`src/rtl/scd_sc_fe_pkg.sv`:
```
// ============================================================================
// Module   : scd_sc_fe_pkg
// Purpose  : Shared EBOX definitions for the SC/FE register pair: the SC
//            value type, the SC load-select encoding and the flag thresholds.
// Revision : 1.0  initial release
// ============================================================================
`default_nettype none

package scd_sc_fe_pkg;

    // SC/FE value, big-endian bit numbering, bit 0 is the sign
    typedef logic [0:9] sc_t;

    // SC load-select encoding
    typedef enum logic [1:0] {
        SC_HOLD = 2'b00,
        SC_SCAD = 2'b01,
        SC_AR   = 2'b10,
        SC_FE   = 2'b11
    } sc_sel_e;

    // Lower bounds of the two shift-inhibit ranges
    localparam sc_t SC_36 = 10'd36;
    localparam sc_t SC_64 = 10'd64;

    // Odd parity of an SC value
    function automatic logic sc_odd_par(input sc_t v);
        return ~^v;
    endfunction

endpackage

`default_nettype wire

```
`src/rtl/scd_sc_flags.sv`:
```
// ============================================================================
// Module   : scd_sc_flags
// Purpose  : Combinational decode of the SC register into the sign, zero and
//            the two shift-inhibit range flags used by the SH mux.
// Revision : 1.0  initial release
// ============================================================================
`default_nettype none

module scd_sc_flags
    import scd_sc_fe_pkg::*;
#(
    parameter int W = 10
) (
    input  logic [0:W-1] sc,
    output logic         sc_neg,
    output logic         sc_zero,
    output logic         sc_ge_36,
    output logic         sc_36_to_63
);

    // Sign and zero come straight from the register bits
    assign sc_neg  = sc[0];
    assign sc_zero = ~|sc;

    // Bits 1:3 carry weights 256/128/64, so any of them set means 64..511
    assign sc_ge_36 = ~sc[0] & (|sc[1:3]);

    // Bit 4 is weight 32; bits 5:7 (16/8/4) lift the value to at least 36
    assign sc_36_to_63 = ~sc[0] & ~(|sc[1:3]) & sc[4] & (sc[5] | sc[6] | sc[7]);

endmodule

`default_nettype wire

```
`src/rtl/scd_sc_fe.sv`:
```
// ============================================================================
// Module   : scd_sc_fe
// Purpose  : Shift-count (SC) and floating-exponent (FE) register pair.
//            Supplies SC and its range flags to the shift matrix and runs
//            microcode step loops by counting SC down to -1.
//            Optional feature macro: SCD_SC_PAR_EN adds an SC parity bit and
//            the sticky sc_par_err output.
// Revision : 1.0  initial release
// ============================================================================
`default_nettype none

module scd_sc_fe
    import scd_sc_fe_pkg::*;
#(
    parameter int W        = 10,
    parameter int MAX_STEP = 511
) (
    input  logic         clk,
    input  logic         reset,
    input  logic [1:0]   sc_sel,
    input  logic         fe_load,
    input  logic [0:W-1] scad,
    input  logic [0:W-1] ar_shift,
    input  logic         step_start,
    output logic         step_busy,
    output logic         step_done,
    output logic [0:W-1] sc,
    output logic [0:W-1] fe,
    output logic         sc_neg,
    output logic         sc_zero,
    output logic         sc_ge_36,
    output logic         sc_36_to_63
`ifdef SCD_SC_PAR_EN
    ,
    output logic         sc_par_err
`endif
);

    localparam logic [0:W-1] C_MAX_STEP = MAX_STEP[W-1:0];
    localparam logic [0:W-1] C_ONE      = {{(W-1){1'b0}}, 1'b1};

    logic [0:W-1] r_sc;
    logic [0:W-1] r_fe;
    logic         r_busy;
    logic         r_done;

    logic [0:W-1] w_load_val;
    logic [0:W-1] w_sc_dec;
    logic [0:W-1] w_sc_next;
    logic         w_sc_we;
    logic         w_busy_next;
    logic         w_done_next;
    logic         w_scad_clamp;

    assign w_sc_dec     = r_sc - C_ONE;
    assign w_scad_clamp = ~scad[0] && (scad > C_MAX_STEP);

    // Source selected by sc_sel for an explicit SC load
    always_comb begin
        w_load_val = r_sc;
        case (sc_sel_e'(sc_sel))
            SC_SCAD: w_load_val = scad;
            SC_AR:   w_load_val = ar_shift;
            SC_FE:   w_load_val = r_fe;
            default: w_load_val = r_sc;
        endcase
    end

    // SC update priority: loop start, abort-by-load, countdown, idle load
    always_comb begin
        w_sc_next   = r_sc;
        w_sc_we     = 1'b0;
        w_busy_next = r_busy;
        w_done_next = 1'b0;
        if (step_start) begin
            // A negative count is a zero-iteration loop: done next cycle
            w_sc_we     = 1'b1;
            w_sc_next   = w_scad_clamp ? C_MAX_STEP : scad;
            w_busy_next = ~scad[0];
            w_done_next = scad[0];
        end else if (r_busy && (sc_sel != 2'b00)) begin
            w_sc_we     = 1'b1;
            w_sc_next   = w_load_val;
            w_busy_next = 1'b0;
        end else if (r_busy) begin
            w_sc_we   = 1'b1;
            w_sc_next = w_sc_dec;
            if (w_sc_dec[0]) begin
                w_busy_next = 1'b0;
                w_done_next = 1'b1;
            end
        end else if (sc_sel != 2'b00) begin
            w_sc_we   = 1'b1;
            w_sc_next = w_load_val;
        end
    end

    // SC, FE and loop-control registers
    always_ff @(posedge clk or posedge reset) begin
        if (reset) begin
            r_sc   <= '0;
            r_fe   <= '0;
            r_busy <= 1'b0;
            r_done <= 1'b0;
        end else begin
            if (w_sc_we) begin
                r_sc <= w_sc_next;
            end
            if (fe_load) begin
                r_fe <= scad;
            end
            r_busy <= w_busy_next;
            r_done <= w_done_next;
        end
    end

`ifdef SCD_SC_PAR_EN
    logic r_sc_par;
    logic r_par_err;

    // Parity tracks every SC write; the check runs one cycle behind
    always_ff @(posedge clk or posedge reset) begin
        if (reset) begin
            r_sc_par  <= 1'b1;
            r_par_err <= 1'b0;
        end else begin
            if (w_sc_we) begin
                r_sc_par <= ~^w_sc_next;
            end
            r_par_err <= r_par_err | (r_sc_par != (~^r_sc));
        end
    end

    assign sc_par_err = r_par_err;
`endif

    assign sc        = r_sc;
    assign fe        = r_fe;
    assign step_busy = r_busy;
    assign step_done = r_done;

    scd_sc_flags #(
        .W (W)
    ) u_flags (
        .sc          (r_sc),
        .sc_neg      (sc_neg),
        .sc_zero     (sc_zero),
        .sc_ge_36    (sc_ge_36),
        .sc_36_to_63 (sc_36_to_63)
    );

endmodule

`default_nettype wire

```
`config.mk`:
```
export PLATFORM = sky130hd
export DESIGN_NAME = scd_sc_fe
export DESIGN_NICKNAME = d
export VERILOG_FILES = /design/src/rtl/scd_sc_fe_pkg.sv /design/src/rtl/scd_sc_flags.sv /design/src/rtl/scd_sc_fe.sv
export SDC_FILE = /design/constraint.sdc
export NUM_CORES = 1
export LEC_CHECK = 0
export ABC_AREA = 1
export ABC_CLOCK_PERIOD_IN_PS = 2600
export BUFFER_PORTS_ARGS = -buffer_cell sky130_fd_sc_hd__buf_2
export CAP_MARGIN = 20
export CELL_PAD_IN_SITES_DETAIL_PLACEMENT = 1
export CELL_PAD_IN_SITES_GLOBAL_PLACEMENT = 1
export CORE_AREA = 3 3 78 80
export CTS_CLUSTER_DIAMETER = 50
export CTS_CLUSTER_SIZE = 8
export DETAILED_ROUTE_END_ITERATION = 12
export DIE_AREA = 0 0 81 83
export PLACE_DENSITY_LB_ADDON = 0.08
export RECOVER_POWER = 25
export SLEW_MARGIN = 20
export SYNTH_ARGS = -nofsm -noshare
export SYNTH_HDL_FRONTEND = slang
export SYNTH_SLANG_ARGS = --single-unit
```
`constraint.sdc`:
```
create_clock -name clk -period 2.6 [get_ports clk]
set_input_delay 0.52 -clock clk [delete_from_list [all_inputs] [get_ports clk]]
set_output_delay 0.52 -clock clk [all_outputs]
set_load 0.01 [all_outputs]
```
# After elaboration in Yosys (flattened, before gate mapping)
# Cells that the tools add are included.
[totals] out_inout_bits=26 regBits=22 inputBits=26
[op_classes] bitwise=9 eq_ne=3 n_reduce_logical=8 n_lt_le_gt_ge=1 n_mux=18 n_addsub=1
[ops] operator="2-to-1 mux 10 bit" n=5
[ops] operator="case mux 10 bit (3 select lines)" n=1
[ops] operator="2-to-1 mux 1 bit" n=12
[ops] operator="> comparator 10 x 9 -> 1 bit, second input constant" n=1
[ops] operator="OR reduction 10 bit" n=1
[ops] operator="subtractor 10 x 1 -> 10 bit, second input constant" n=1
[ops] operator="AND 1 bit" n=4
[ops] operator="== test 2 bit, second input constant" n=2
[ops] operator="nonzero test 4 bit" n=1
[ops] operator="NOT 1 bit" n=3
[ops] operator="OR reduction 3 bit" n=1
[ops] operator="== test 2 x 1 -> 1 bit, second input constant" n=1
[ops] operator="logical AND 1 bit" n=2
[ops] operator="OR 1 bit" n=2
[ops] operator="AND reduction 2 bit" n=1
[ops] operator="nonzero test 2 bit" n=1
[ops] operator="zero test 1 bit" n=1

# Longest topological paths before layout
[logic_depth] word_depth=6 depth_mapped=9

# Hierarchy
# A second synthesis with hierarchy kept.
[hier_totals] hier_cells=207 area_unflattened_um2=1437.6
[by_module_without_submodules] mod="scd_sc_fe" area_each_um2=1368.8 seq_area_each_um2=550.5 cells_per_inst=192 instances=1
[by_module_without_submodules] mod="scd_sc_flags" area_each_um2=68.8 seq_area_each_um2=0.0 cells_per_inst=15 instances=1

# Least setup slack after synthesis
# OpenSTA, ideal clock, no wires.
[synth_timing] path_kind="register to output" start="register r_sc (netlist bit sc[9])" end="output port sc_zero" path_stages_with_launch=7 n_path_buf=0 path_slack_ns=0.835 arrival_time_ns=1.245 path_cell_list="dfrtp_1 inv_1 ha_1 nand3_1 nor3_1 inv_1 nor2_1"
[synth_via] elab_chain_cells=2
[synth_lines] item="from (decl)" line_no="scd_sc_fe.sv:42" rtl="logic [0:W-1] r_sc;"
[synth_lines] item="from (signal assigned)" line_no="scd_sc_fe.sv:107" rtl="r_sc <= w_sc_next;"
[synth_lines] item="OR reduction 10 bit" line_no="scd_sc_flags.sv:23" rtl="assign sc_zero = ~|sc;"
[synth_lines] item="zero test 1 bit" line_no="scd_sc_flags.sv:23"
[synth_lines] item="to (decl)" line_no="scd_sc_fe.sv:30" rtl="output logic sc_zero,"
# No other way between the ends.

# Worst setup path in the final report
# Ends and elaborated chain as after synthesis.

==> results.ini <==
[power]
power_density_nw_per_um2=500.7
ir_drop_mv=0.1467
p_leak_uw=0.0008995

[clocking]
cts-root-buf=clkbuf_8
post_cts_buffers=0
h-tree-depth=1
insertion_delay_ns=0.27
clk_pin_slew_worst_paths_ns=0.09
cts_tree=built
cts_resized=0
numCtsBuffers=3
cts_hold_buffers=0
cts_sinks=22
clock_path_buffers=2

[logic_synthesis]
synth_edf_count=0
synth-main-ff-cell=dfrtp_1
avgSynthCellArea_sq_um=7.077
syn_area_sq_um=1359
synthesis.nets=219
seq_area_frac_synth_pct=40.52
synth_cell_types=26
synthCells=192
synth-async-reset-ratio_pct=100.0
ys_ff_latch=22
synth_warnings=0

[sta]
max_freq_mhz=445.9
relSlewSlack_pct=10.87
worst_slew_pin_slew_ns=1.337
fin_worst_skew_ns=0.006348
period_needed_ns=2.242
final_hold_viol_count=0
setup_viol=0
finalSetupTns_ns=0
final_min_period_over_clock_period_pct=86.25
rsz0062_at_grt=no
finalMaxSlewViolations=0
whs_ns=0.4702
finalWorstSetupSlack_ns=0.3575

[critical_path]
cp_max_fo=4
worstPathRequired_ns=2.08
timing.rr.end=sc[1]
arrival_ns=1.72
cp-start-kind=flop
reg2reg_from=sc[9]
critPathCaptureType=primary output
rrSetupSlack_ns=0.99
worstSetupPathType=flop to primary output
reg2reg_depth=9

[die]
initial_utilization_pct=24.83
core-area_sq_um=5473
die_area_sq_um=6723
die_x_um=81
num_io_pins=52
rows=27
die_h_um=83

[cells_and_area]
areaGrowthSynthToFinish_pct=26.70
fill_cells=730
finish.utilization_pct=31.46
nets=271
layout_common_cells=buf_2, nand2_1, inv_1
fin_area_sq_um=1722
layout_commonest_cell=buf_2
drive_gt1_share_pct=26.86
antennaDiodeCount=0

[placed_design]
hpwl_mm=3.638
port_buffers=51
dpl-instance-area_sq_um=1684
place_ws_ns=0.6116
gp_congestion=0.8159

[route]
dr_total_vias=1373
post-route-drc-count=0
drtPass1Iterations=4
vias_per_cell=4.373
drtIter0Drc=53
drt_wl_total_mm=4.476
ant_nets=0
wl_per_cell_um=14.25

[hold_path]
hold_end=sc[3]
whs_path_depth=3
hp-class=input pin to flop
hold_start=scad[3]

[global_routing]
grt_pass1_wl_mm=7.583
grt-ovfl-total=0
grt_pass1_vias=1496
antenna_found_initial=0
grt_max_degree=23
grt_use_total_pct=14.38

[status]
status=completed

[flow_run]
cap_violations=0

-- layout make-up --
class	instances	area (sq um)	share of cell area (%)
multi-input cells	133	660.6	38.37
flip-flops and latches	22	550.5	31.98
repair buffers	52	259.0	15.04
inverters	32	120.1	6.977
well taps	72	90.09	5.233
clock buffers	3	41.29	2.398
-- worst max-delay path, stage by stage, from the launching register on --
cell and delay, ns:
dfrtp_1 0.41, inv_1 0.12, ha_1 0.21, nand3_1 0.20, nor3_1 0.23, inv_1 0.07
nor2_1 0.09, buf_2 0.13
-- synthesized netlist by cell type (all sizes together) (2+ instances only) --
master	n	area, sq um
clkbuf	2	7.510
o21bai	2	15.01
nor3	2	10.01
dfrtp	22	550.5
a21oi	8	40.04
xor2	2	17.52
inv	32	120.1
nand3	21	105.1
o21ai	27	138.9
nand2	46	182.7
o211ai	3	22.52
buf	3	20.01
nor2	16	75.07
-- through the flow --
step	total power [uW]	std cells
after global placement	650.4	311
after detailed placement	650.3	311
after CTS	880.5	314
after global routing	929.7	314
final	862.1	314
after floorplan	544.2	192
-- state kept, by name, indices dropped and copies added (netlist names) --
signal,flops
fe,10
step_busy,1
step_done,1
sc,10
-- per-layer routing --
layer / global-route usage, % / up-vias / share of wire, %
li1: - / 723 / -
met1: 21.54 / 617 / 52
met2: 21.14 / 31 / 44
met3: 2.386 / 2 / 4.1
met4: 3.687 / 0 / 0.56
met5: 0 / - / 0
-- power by group --
part	switching, uW	internal (uW)	leakage, uW	total, uW
Combinational	148	86.0	0.000611	234
Clock	122	104	0.0000216	226
Sequential	28.0	374	0.000267	402
-- worst max-delay path by stage --
stage / from / end / slack, ns / cells after the start
finish: sc[9] / sc_zero / 0.36 / 7
global route: sc[9] / sc_zero / 0.20 / 7
CTS: sc[9] / sc_zero / 0.30 / 7
detailed placement: sc[9] / sc_zero / 0.61 / 7
global placement: sc[9] / sc_zero / 0.71 / 7
floorplan: sc[9] / sc_zero / 0.83 / 6
-- kinds of logic (layout without fill, tap and decap cells) --
kind of cell | count (synthesis) | in the layout | share of synthesized area [%]
and+or+nand+nor | 86 | 86 | 27.90
AOI/OAI and AO/OA | 43 | 43 | 17.68
buffers and inverters | 37 | 87 | 10.87
DFF | 22 | 22 | 40.52
xor gates and xnor gates | 2 | 2 | 1.289
adders and majority gates | 1 | 1 | 0.9207
muxes | 1 | 1 | 0.8287
Note: power is estimated with default switching activity, not from simulation.
